==> src/rtl/mem_arbiter_pkg.sv <==
// Shared definitions for the CPU/DMA memory arbiter: command encodings
// (also used by the CPU state controller), FSM states and owner identities.
package mem_arbiter_pkg;

  typedef logic [1:0] mem_cmd_t;

  localparam mem_cmd_t MNONE  = 2'b00;
  localparam mem_cmd_t MREAD  = 2'b01;
  localparam mem_cmd_t MWRITE = 2'b10;

  typedef enum logic [1:0] {
    S_IDLE = 2'd0,
    S_CPU  = 2'd1,
    S_DMA  = 2'd2
  } state_e;

  typedef enum logic [1:0] {
    OWN_NONE = 2'd0,
    OWN_CPU  = 2'd1,
    OWN_DMA  = 2'd2
  } owner_e;

  // 2'b11 is an unused encoding and counts as no request.
  function automatic logic cmd_active(input mem_cmd_t cmd);
    return (cmd == MREAD) || (cmd == MWRITE);
  endfunction

endpackage

==> src/rtl/mem_arbiter_if.sv <==
// Bus bundle between the CPU port, the DMA port and the single-port RAM.
// The arbiter takes the slave view; requesters and the RAM take the master view.
interface mem_arbiter_if
  import mem_arbiter_pkg::*;
#(
  parameter int ADDR_W = 8,
  parameter int DATA_W = 16
);

  mem_cmd_t            cpu_cmd;
  logic [ADDR_W-1:0]   cpu_addr;
  logic [DATA_W-1:0]   cpu_wdata;
  logic                cpu_stall;
  logic                cpu_rvalid;
  logic [DATA_W-1:0]   cpu_rdata;

  logic                dma_req;
  logic                dma_we;
  logic [ADDR_W-1:0]   dma_addr;
  logic [DATA_W-1:0]   dma_wdata;
  logic                dma_gnt;
  logic                dma_rvalid;
  logic [DATA_W-1:0]   dma_rdata;

  logic [ADDR_W-1:0]   ram_addr;
  logic [DATA_W-1:0]   ram_wdata;
  logic                ram_we;
  logic [DATA_W-1:0]   ram_rdata;

  modport slave (
    input  cpu_cmd, cpu_addr, cpu_wdata,
    input  dma_req, dma_we, dma_addr, dma_wdata,
    input  ram_rdata,
    output cpu_stall, cpu_rvalid, cpu_rdata,
    output dma_gnt, dma_rvalid, dma_rdata,
    output ram_addr, ram_wdata, ram_we
  );

  modport master (
    output cpu_cmd, cpu_addr, cpu_wdata,
    output dma_req, dma_we, dma_addr, dma_wdata,
    output ram_rdata,
    input  cpu_stall, cpu_rvalid, cpu_rdata,
    input  dma_gnt, dma_rvalid, dma_rdata,
    input  ram_addr, ram_wdata, ram_we
  );

endinterface

==> src/rtl/mem_arbiter.sv <==
// CPU/DMA arbiter for one single-port RAM. The CPU is never preempted; DMA
// bursts are capped at BURST_MAX beats whenever the CPU is waiting. Reads
// return one cycle after grant and are steered back by a registered tag.
module mem_arbiter
  import mem_arbiter_pkg::*;
#(
  parameter int ADDR_W    = 8,
  parameter int DATA_W    = 16,
  parameter int BURST_MAX = 4
) (
  input  logic         clk,
  input  logic         rst,
  mem_arbiter_if.slave bus
);

  localparam logic [3:0] BURST_LIM = 4'(BURST_MAX);

  state_e            state;
  state_e            state_nxt;
  owner_e            owner_now;
  owner_e            last_owner;
  owner_e            rd_tag;
  logic [3:0]        beat_cnt;
  logic [3:0]        beat_cnt_nxt;
  logic              rd_pend;
  logic              rd_pend_nxt;
  logic              cpu_req;
  logic [ADDR_W-1:0] addr_mux;
  logic [DATA_W-1:0] wdata_mux;
  logic              we_mux;

  assign cpu_req = cmd_active(bus.cpu_cmd);

  // Owner of the RAM this cycle; nobody owns it while reset is held.
  always_comb begin
    owner_now = OWN_NONE;
    if (!rst) begin
      case (state)
        S_IDLE: begin
          if (cpu_req && bus.dma_req)
            owner_now = (last_owner == OWN_CPU) ? OWN_DMA : OWN_CPU;
          else if (cpu_req)
            owner_now = OWN_CPU;
          else if (bus.dma_req)
            owner_now = OWN_DMA;
        end
        S_CPU: begin
          if (cpu_req)
            owner_now = OWN_CPU;
          else if (bus.dma_req)
            owner_now = OWN_DMA;
        end
        S_DMA: begin
          if (bus.dma_req) begin
            if (beat_cnt < BURST_LIM)
              owner_now = OWN_DMA;
            else if (cpu_req)
              owner_now = OWN_CPU;
            else
              owner_now = OWN_DMA;
          end else if (cpu_req) begin
            owner_now = OWN_CPU;
          end
        end
        default: owner_now = OWN_NONE;
      endcase
    end
  end

  // Next state, burst count and read-pending flag follow the chosen owner.
  always_comb begin
    state_nxt    = S_IDLE;
    beat_cnt_nxt = 4'd0;
    rd_pend_nxt  = 1'b0;
    case (owner_now)
      OWN_CPU: begin
        state_nxt   = S_CPU;
        rd_pend_nxt = (bus.cpu_cmd == MREAD);
      end
      OWN_DMA: begin
        state_nxt    = S_DMA;
        beat_cnt_nxt = (beat_cnt == BURST_LIM) ? 4'd1 : beat_cnt + 4'd1;
        rd_pend_nxt  = !bus.dma_we;
      end
      default: ;
    endcase
  end

  // RAM port mux driven by the current owner, zero when idle.
  always_comb begin
    addr_mux  = '0;
    wdata_mux = '0;
    we_mux    = 1'b0;
    case (owner_now)
      OWN_CPU: begin
        addr_mux  = bus.cpu_addr;
        wdata_mux = bus.cpu_wdata;
        we_mux    = (bus.cpu_cmd == MWRITE);
      end
      OWN_DMA: begin
        addr_mux  = bus.dma_addr;
        wdata_mux = bus.dma_wdata;
        we_mux    = bus.dma_we;
      end
      default: ;
    endcase
  end

  assign bus.ram_addr   = addr_mux;
  assign bus.ram_wdata  = wdata_mux;
  assign bus.ram_we     = we_mux;
  assign bus.dma_gnt    = (owner_now == OWN_DMA);
  assign bus.cpu_stall  = !rst && cpu_req && (owner_now != OWN_CPU);
  assign bus.cpu_rvalid = !rst && rd_pend && (rd_tag == OWN_CPU);
  assign bus.dma_rvalid = !rst && rd_pend && (rd_tag == OWN_DMA);
  assign bus.cpu_rdata  = bus.ram_rdata;
  assign bus.dma_rdata  = bus.ram_rdata;

  // Control state: reset drops any read in flight and biases the first tie to the CPU.
  always_ff @(posedge clk) begin
    if (rst) begin
      state      <= S_IDLE;
      last_owner <= OWN_DMA;
      beat_cnt   <= 4'd0;
      rd_pend    <= 1'b0;
    end else begin
      state    <= state_nxt;
      beat_cnt <= beat_cnt_nxt;
      rd_pend  <= rd_pend_nxt;
      if (owner_now != OWN_NONE)
        last_owner <= owner_now;
    end
  end

  // Read tag captured at grant so a same-cycle ownership change cannot misroute the return.
  always_ff @(posedge clk) begin
    rd_tag <= owner_now;
  end

endmodule

==> src/flat_wrapper.sv <==
// flat-port wrapper written by rule: the top's interface ports become plain ports
module mem_arbiter_flat import mem_arbiter_pkg::*;
#(
  parameter int ADDR_W    = 8,
  parameter int DATA_W    = 16,
  parameter int BURST_MAX = 4
)
  (clk, rst, bus_cpu_cmd, bus_cpu_addr, bus_cpu_wdata, bus_dma_req, bus_dma_we, bus_dma_addr, bus_dma_wdata, bus_ram_rdata, bus_cpu_stall, bus_cpu_rvalid, bus_cpu_rdata, bus_dma_gnt, bus_dma_rvalid, bus_dma_rdata, bus_ram_addr, bus_ram_wdata, bus_ram_we);
  mem_arbiter_if #(.ADDR_W(ADDR_W), .DATA_W(DATA_W)) bus_i ();
  input  logic clk;
  input  logic rst;
  input wire logic [$bits(bus_i.cpu_cmd)-1:0] bus_cpu_cmd;
  input wire logic [$bits(bus_i.cpu_addr)-1:0] bus_cpu_addr;
  input wire logic [$bits(bus_i.cpu_wdata)-1:0] bus_cpu_wdata;
  input wire logic [$bits(bus_i.dma_req)-1:0] bus_dma_req;
  input wire logic [$bits(bus_i.dma_we)-1:0] bus_dma_we;
  input wire logic [$bits(bus_i.dma_addr)-1:0] bus_dma_addr;
  input wire logic [$bits(bus_i.dma_wdata)-1:0] bus_dma_wdata;
  input wire logic [$bits(bus_i.ram_rdata)-1:0] bus_ram_rdata;
  output wire logic [$bits(bus_i.cpu_stall)-1:0] bus_cpu_stall;
  output wire logic [$bits(bus_i.cpu_rvalid)-1:0] bus_cpu_rvalid;
  output wire logic [$bits(bus_i.cpu_rdata)-1:0] bus_cpu_rdata;
  output wire logic [$bits(bus_i.dma_gnt)-1:0] bus_dma_gnt;
  output wire logic [$bits(bus_i.dma_rvalid)-1:0] bus_dma_rvalid;
  output wire logic [$bits(bus_i.dma_rdata)-1:0] bus_dma_rdata;
  output wire logic [$bits(bus_i.ram_addr)-1:0] bus_ram_addr;
  output wire logic [$bits(bus_i.ram_wdata)-1:0] bus_ram_wdata;
  output wire logic [$bits(bus_i.ram_we)-1:0] bus_ram_we;
  assign bus_i.cpu_cmd = bus_cpu_cmd;
  assign bus_i.cpu_addr = bus_cpu_addr;
  assign bus_i.cpu_wdata = bus_cpu_wdata;
  assign bus_i.dma_req = bus_dma_req;
  assign bus_i.dma_we = bus_dma_we;
  assign bus_i.dma_addr = bus_dma_addr;
  assign bus_i.dma_wdata = bus_dma_wdata;
  assign bus_i.ram_rdata = bus_ram_rdata;
  assign bus_cpu_stall = bus_i.cpu_stall;
  assign bus_cpu_rvalid = bus_i.cpu_rvalid;
  assign bus_cpu_rdata = bus_i.cpu_rdata;
  assign bus_dma_gnt = bus_i.dma_gnt;
  assign bus_dma_rvalid = bus_i.dma_rvalid;
  assign bus_dma_rdata = bus_i.dma_rdata;
  assign bus_ram_addr = bus_i.ram_addr;
  assign bus_ram_wdata = bus_i.ram_wdata;
  assign bus_ram_we = bus_i.ram_we;
  mem_arbiter #(.ADDR_W(ADDR_W), .DATA_W(DATA_W), .BURST_MAX(BURST_MAX)) u_core (.clk(clk), .rst(rst), .bus(bus_i));
endmodule
==> config.mk <==
export PLATFORM = sky130hd
export DESIGN_NAME = mem_arbiter_flat
export DESIGN_NICKNAME = d
export VERILOG_FILES = /design/src/rtl/mem_arbiter_pkg.sv /design/src/rtl/mem_arbiter_if.sv /design/src/rtl/mem_arbiter.sv /design/src/flat_wrapper.sv
export SDC_FILE = /design/constraint.sdc
export NUM_CORES = 1
export LEC_CHECK = 0
export ABC_AREA = 1
export CORE_ASPECT_RATIO = 0.9
export CORE_MARGIN = 3
export CORE_UTILIZATION = 31
export DETAILED_ROUTE_END_ITERATION = 8
export PLACE_DENSITY = 0.83
export SLEW_MARGIN = 20
export SYNTH_ARGS = -nofsm -noshare
export SYNTH_HDL_FRONTEND = slang
export SYNTH_SLANG_ARGS = --single-unit
==> constraint.sdc <==
create_clock -name clk -period 3.25 [get_ports clk]
set_input_delay 0.65 -clock clk [delete_from_list [all_inputs] [get_ports clk]]
set_output_delay 0.65 -clock clk [all_outputs]
set_load 0.01 [all_outputs]
Yosys cells after proc, flatten, opt, wreduce, memory -nomap -nowiden
Index checks and enable logic that the tools add are counted.
{ "totals": {"reg_bits": 11, "input_bits": 70, "output_inout_bits": 61, "wordCells": 49} }
{ "classes": {"addsub": 1, "magnitude_cmp": 1, "eq_ne": 11, "muxes": 16, "n_bitwise": 1, "reduce_logical": 13} }
{ "op_table": {"columns": ["op", "n"], "rows": [
  ["$pmux W16 S2", 1],
  ["$mux W2", 8],
  ["$pmux W8 S2", 1],
  ["$eq A2 B1 Y1 const B", 5],
  ["$eq A2 B2 Y1 const B", 4],
  ["$logic_and A1 B1 Y1", 6],
  ["$pmux W2 S3", 1],
  ["$add A4 B1 Y4 const B", 1],
  ["$eq A4 B3 Y1 const B", 1],
  ["$lt A4 B3 Y1 const B", 1],
  ["$pmux W1 S2", 2],
  ["$pmux W2 S2", 1],
  ["$reduce_or A3 Y1", 1],
  ["$logic_not A1 Y1", 2],
  ["$logic_not A2 Y1", 1],
  ["$mux W1", 2],
  ["$ne A2 B1 Y1 const B", 1],
  ["$reduce_bool A2 Y1", 1],
  ["$reduce_or A2 Y1", 1],
  ["$logic_or A1 B1 Y1", 1],
  ["$not A1 Y1", 1]
]} }

Depth between registers and ports, before layout
{ "logic_depth": {"ltp_word": 10, "mapped_depth": 13, "mapped_depth_nobuf": 11} }

Worst setup path after synthesis
OpenSTA, ideal clock, no wires.
{ "synth_path": {"path_type": "input to output", "start": "input bus_cpu_cmd[0]", "end": "output bus_ram_addr[0]", "arrival_ns": 2.133, "t_required_ns": 2.600, "path_slack_ns": 0.467, "cell_stages": 10, "n_path_buf": 1, "cell_sequence": "inv_1 -> ha_1 -> inv_1 -> nand3_2 -> nor2_2 -> nand2_2 -> ha_1 -> clkinv_1 -> buf_2 -> a21oi_1"} }
{ "synth_between": {"elab_chain_cells": 9, "word_cells_on_any_way": 15, "classes_between": "4 x eq/ne; 9 x mux; 2 x reduce/logical"} }
{ "synth_lines": {"columns": ["element", "line", "text"], "rows": [
  ["start: declaration", "flat_wrapper.sv:12", "input wire logic [$bits(bus_i.cpu_cmd)-1:0] bus_cpu_cmd;"],
  ["$eq A2 B1 Y1 or $eq A2 B2 Y1 (tied branches)", "mem_arbiter_pkg.sv:25", "return (cmd == MREAD) || (cmd == MWRITE);"],
  ["$logic_or A1 B1 Y1 *", "mem_arbiter_pkg.sv:25", null],
  ["$mux W2", "mem_arbiter.sv:57", "else if (cpu_req)"],
  ["$mux W2", "mem_arbiter.sv:55", "if (beat_cnt < BURST_LIM)"],
  ["$mux W2", "mem_arbiter.sv:54", "if (bus.dma_req) begin"],
  ["$pmux W2 S3 *", "mem_arbiter.sv:38", "case (state)"],
  ["$mux W2 *", "mem_arbiter.sv:37", "if (!rst) begin"],
  ["$eq A2 B2 Y1 or $eq A2 B1 Y1 (tied branches)", "mem_arbiter.sv:94", "case (owner_now)"],
  ["$pmux W8 S2 *", "mem_arbiter.sv:94", null],
  ["end: declaration", "flat_wrapper.sv:26", "output wire logic [$bits(bus_i.ram_addr)-1:0] bus_ram_addr;"]
]} }
Mark *: on every way between the ends. The rest lies on a longest branch, timed or not.

Worst setup path after layout
{ "layout_path": {"start": "input bus_cpu_cmd[0]", "end": "output bus_ram_addr[5]"} }
Same word-level chain as after synthesis.

==> run metrics <==
Min-Delay Path Depth 2; Fin Clk Skew ~0.0015 ns; Startpoint Class input port; RSZ-0062 raised after global routing false; post-DP HPWL 2980 um; syn avg cell area just over 6 um^2; Worst-Margin Slew between 0.2 and 0.25 ns; ratio of cells with drive above 1 in the final layout 0.256; r2r worst-path depth 10; Bufs on Longest Clock Path 2; DR top layer met4; sequential fraction of the synthesis area 0.181; Worst Slack Setup Final approximately 0.13 ns; Root Buffer clkbuf_8; Commonest cells post-synth nand2_1, buf_4, a21oi_1; diode count 0; largest net degree at the start of global routing 20; count leader, synth nand2_1; Skew-Pair Late Insertion Delay ~0.24 ns; final global-route overflow total 0; gr usage total 0.156; cell count after synthesis around 200; fill cell count roughly 340; synth unique cells 21; number of global-route vias before repair roughly 1.3k; I/O pins about 130; CP cell instances dlygate4sd2_1 -> inv_2 -> ha_4 -> inv_2 -> nand3_2 -> nor2_2 -> nand2_2 -> ha_4 -> clkinv_2 -> bufbuf_16 -> a21oi_1 -> buf_2; slowest cell on the critical path bufbuf_16; Yosys reg bits 11; max_slew headroom 0.838; hold-fix buffers at CTS 0; worst-path maximum fanout 13; utilization after layout 0.564; Final Hold Fails 0; Worst path max stage delay about 0.28 ns; average vias per placed instance around 4.6; TritonRoute pass-1 iters 4; Layout area overhead 65.5%; crit end category output pin; peak supply drop 0.120 mV; post-DR wirelength/cell between 10 and 15 um; Critical Path RT about 2.6 ns; wire length of the first global-routing pass about 5800 um; Max Cap Viol 0; RD Place Congestion roughly 0.76; routed vias roughly 1.4k; initial antenna violation count 0; post-synth top area cell buf_4; Synth area leaders buf_4, nand2_1, dfxtp_1, a21oi_1, ha_1; met1 WL around 1600 um; Setup WS pre-CTS -0.563 ns; die area ~4700 um^2; mapped cell area around 1200 um^2; status finished clean; post-synthesis async set-or-reset flop share 0; Data arrival, critical path between 2 and 2.5 ns; final period utilization 0.960; # port buffers 82; row count 20; met3 wire len 225 um; synthesis warning total 0; Final Net Count approximately 340; # DRC 0; die height about 65 um; Pleak ~0.89 nW; Hold/Removal Path Class flip-flop to flip-flop; WL final just under 4000 um; total power 0.000525 W; top_reg_cell synth dfxtp_1; CTS clk-pin slew, worst paths ~0.05 ns; initial DRC count 86; Slew Viols, Final 0; Clock Sinks 11; core area around 3600 um^2; Initial Utilization 0.341; Syn Nets 276; number of CTS-inserted buffers 3; post-synth top area share 0.228; final setup vio count 0; critical path class input port to output pin; die width approximately 72 um; Post-synth EDFFs 0; minimum clock period ~3.1 ns; setup bufs post-CTS 0; CTS tree done; minimum hold slack 0.458 ns; Pwr Density 260 nW/um^2; met2 WL between 2000 and 2500 um; fmax roughly 320 MHz; H-Tree Depth 1; post-route ant nets 0
## registers in the layout, indices dropped and copies added, names as in the netlist
signal / count
u_core.last_owner: 2
u_core.rd_pend: 1
u_core.rd_tag: 2
u_core.state: 2
u_core.beat_cnt: 4
## metrics by stage
| step | cells | cell area (um^2) | TNS [ns] |
|---|---|---|---|
| after floorplan | 197 | 1220 | 0 |
| after global placement | 300 | 1970 | -11.77 |
| after detailed placement | 300 | 1970 | -13.48 |
| after CTS | 305 | 1970 | 0 |
| after global routing | 306 | 2020 | 0 |
| final | 306 | 2020 | 0 |
## worst max-delay path: cells and delay by family
kind / cells / cell delay [ns]
and+or+nand+nor: 3 / 0.28
adders and majority gates: 2 / 0.51
AOI/OAI and AO/OA: 1 / 0.15
buffers and inverters: 6 / 0.87
## cells in the final DEF (no fill, tap or decap), types with 2 or more instances in the layout
cell type and n:
nand2_1 63, clkdlybuf4s50_1 52, a21oi_1 25, buf_2 25
inv_1 16, buf_4 13, dfxtp_1 11, nand3_1 5
nor2_1 5, ha_1 5, a21oi_2 4, ha_4 4
nor2_2 3, inv_2 3, nor3_1 3, clkbuf_8 3
dlygate4sd2_1 3, buf_12 3, nand2_2 2
## routing by layer
metal  global-route usage  up-vias
met1                0.171      613
li1                     -      715
met2                0.281       62
met5                    0        -
met4               0.0681        0
met3               0.0382       11
## where the power goes
part | total, W | switching (W) | internal [W] | leakage, nW
registers | 0.000146 | 0.00000350 | 0.000142 | 0.0898
clock network | 0.000134 | 0.0000484 | 0.0000858 | 0.0228
logic | 0.000245 | 0.000105 | 0.000141 | 0.779
total | 0.000525 | 0.000156 | 0.000369 | 0.892
## cells by family (layout without fill, tap and decap cells)
family	Yosys count	in the layout	share of synthesized area
adder cells (fa/ha/maj)	9	9	0.0924
flip-flops	11	11	0.181
AO/OA/AOI/OAI	31	31	0.132
XOR/XNOR	1	1	0.00719
buffers and inverters	60	125	0.302
AND/OR/NAND/NOR	85	85	0.285
## path summary, 6_finish.rpt
check	from	endpoint	slack, ns
worst max-delay path	bus_cpu_cmd[0]	bus_ram_addr[5]	0.13
worst min-delay path	u_core.last_owner[1]	u_core.last_owner[1]	0.46
worst max register to register	u_core.state[1]	u_core.rd_pend	1.47
worst min register to register	u_core.last_owner[1]	u_core.last_owner[1]	0.46
## layout make-up
type / instances / area, um^2 / area share
inverters: 20 / 76.3 / 0.0378
repair buffers: 101 / 916 / 0.454
flip-flops and latches: 11 / 220 / 0.109
clock buffers: 4 / 45.0 / 0.0223
well taps: 44 / 55.1 / 0.0273
multi-input cells: 126 / 704 / 0.349
## timing repair
item / 4_1_cts / 5_1_grt
pin swaps: 1 / 1
setup endpoints to repair: 27 / 24
gates resized for setup: 116 / 9
cloned: 1 / 1
endpoints found under the hold margin: 0 / 0
No activity file was read; power rests on OpenSTA's default activity.
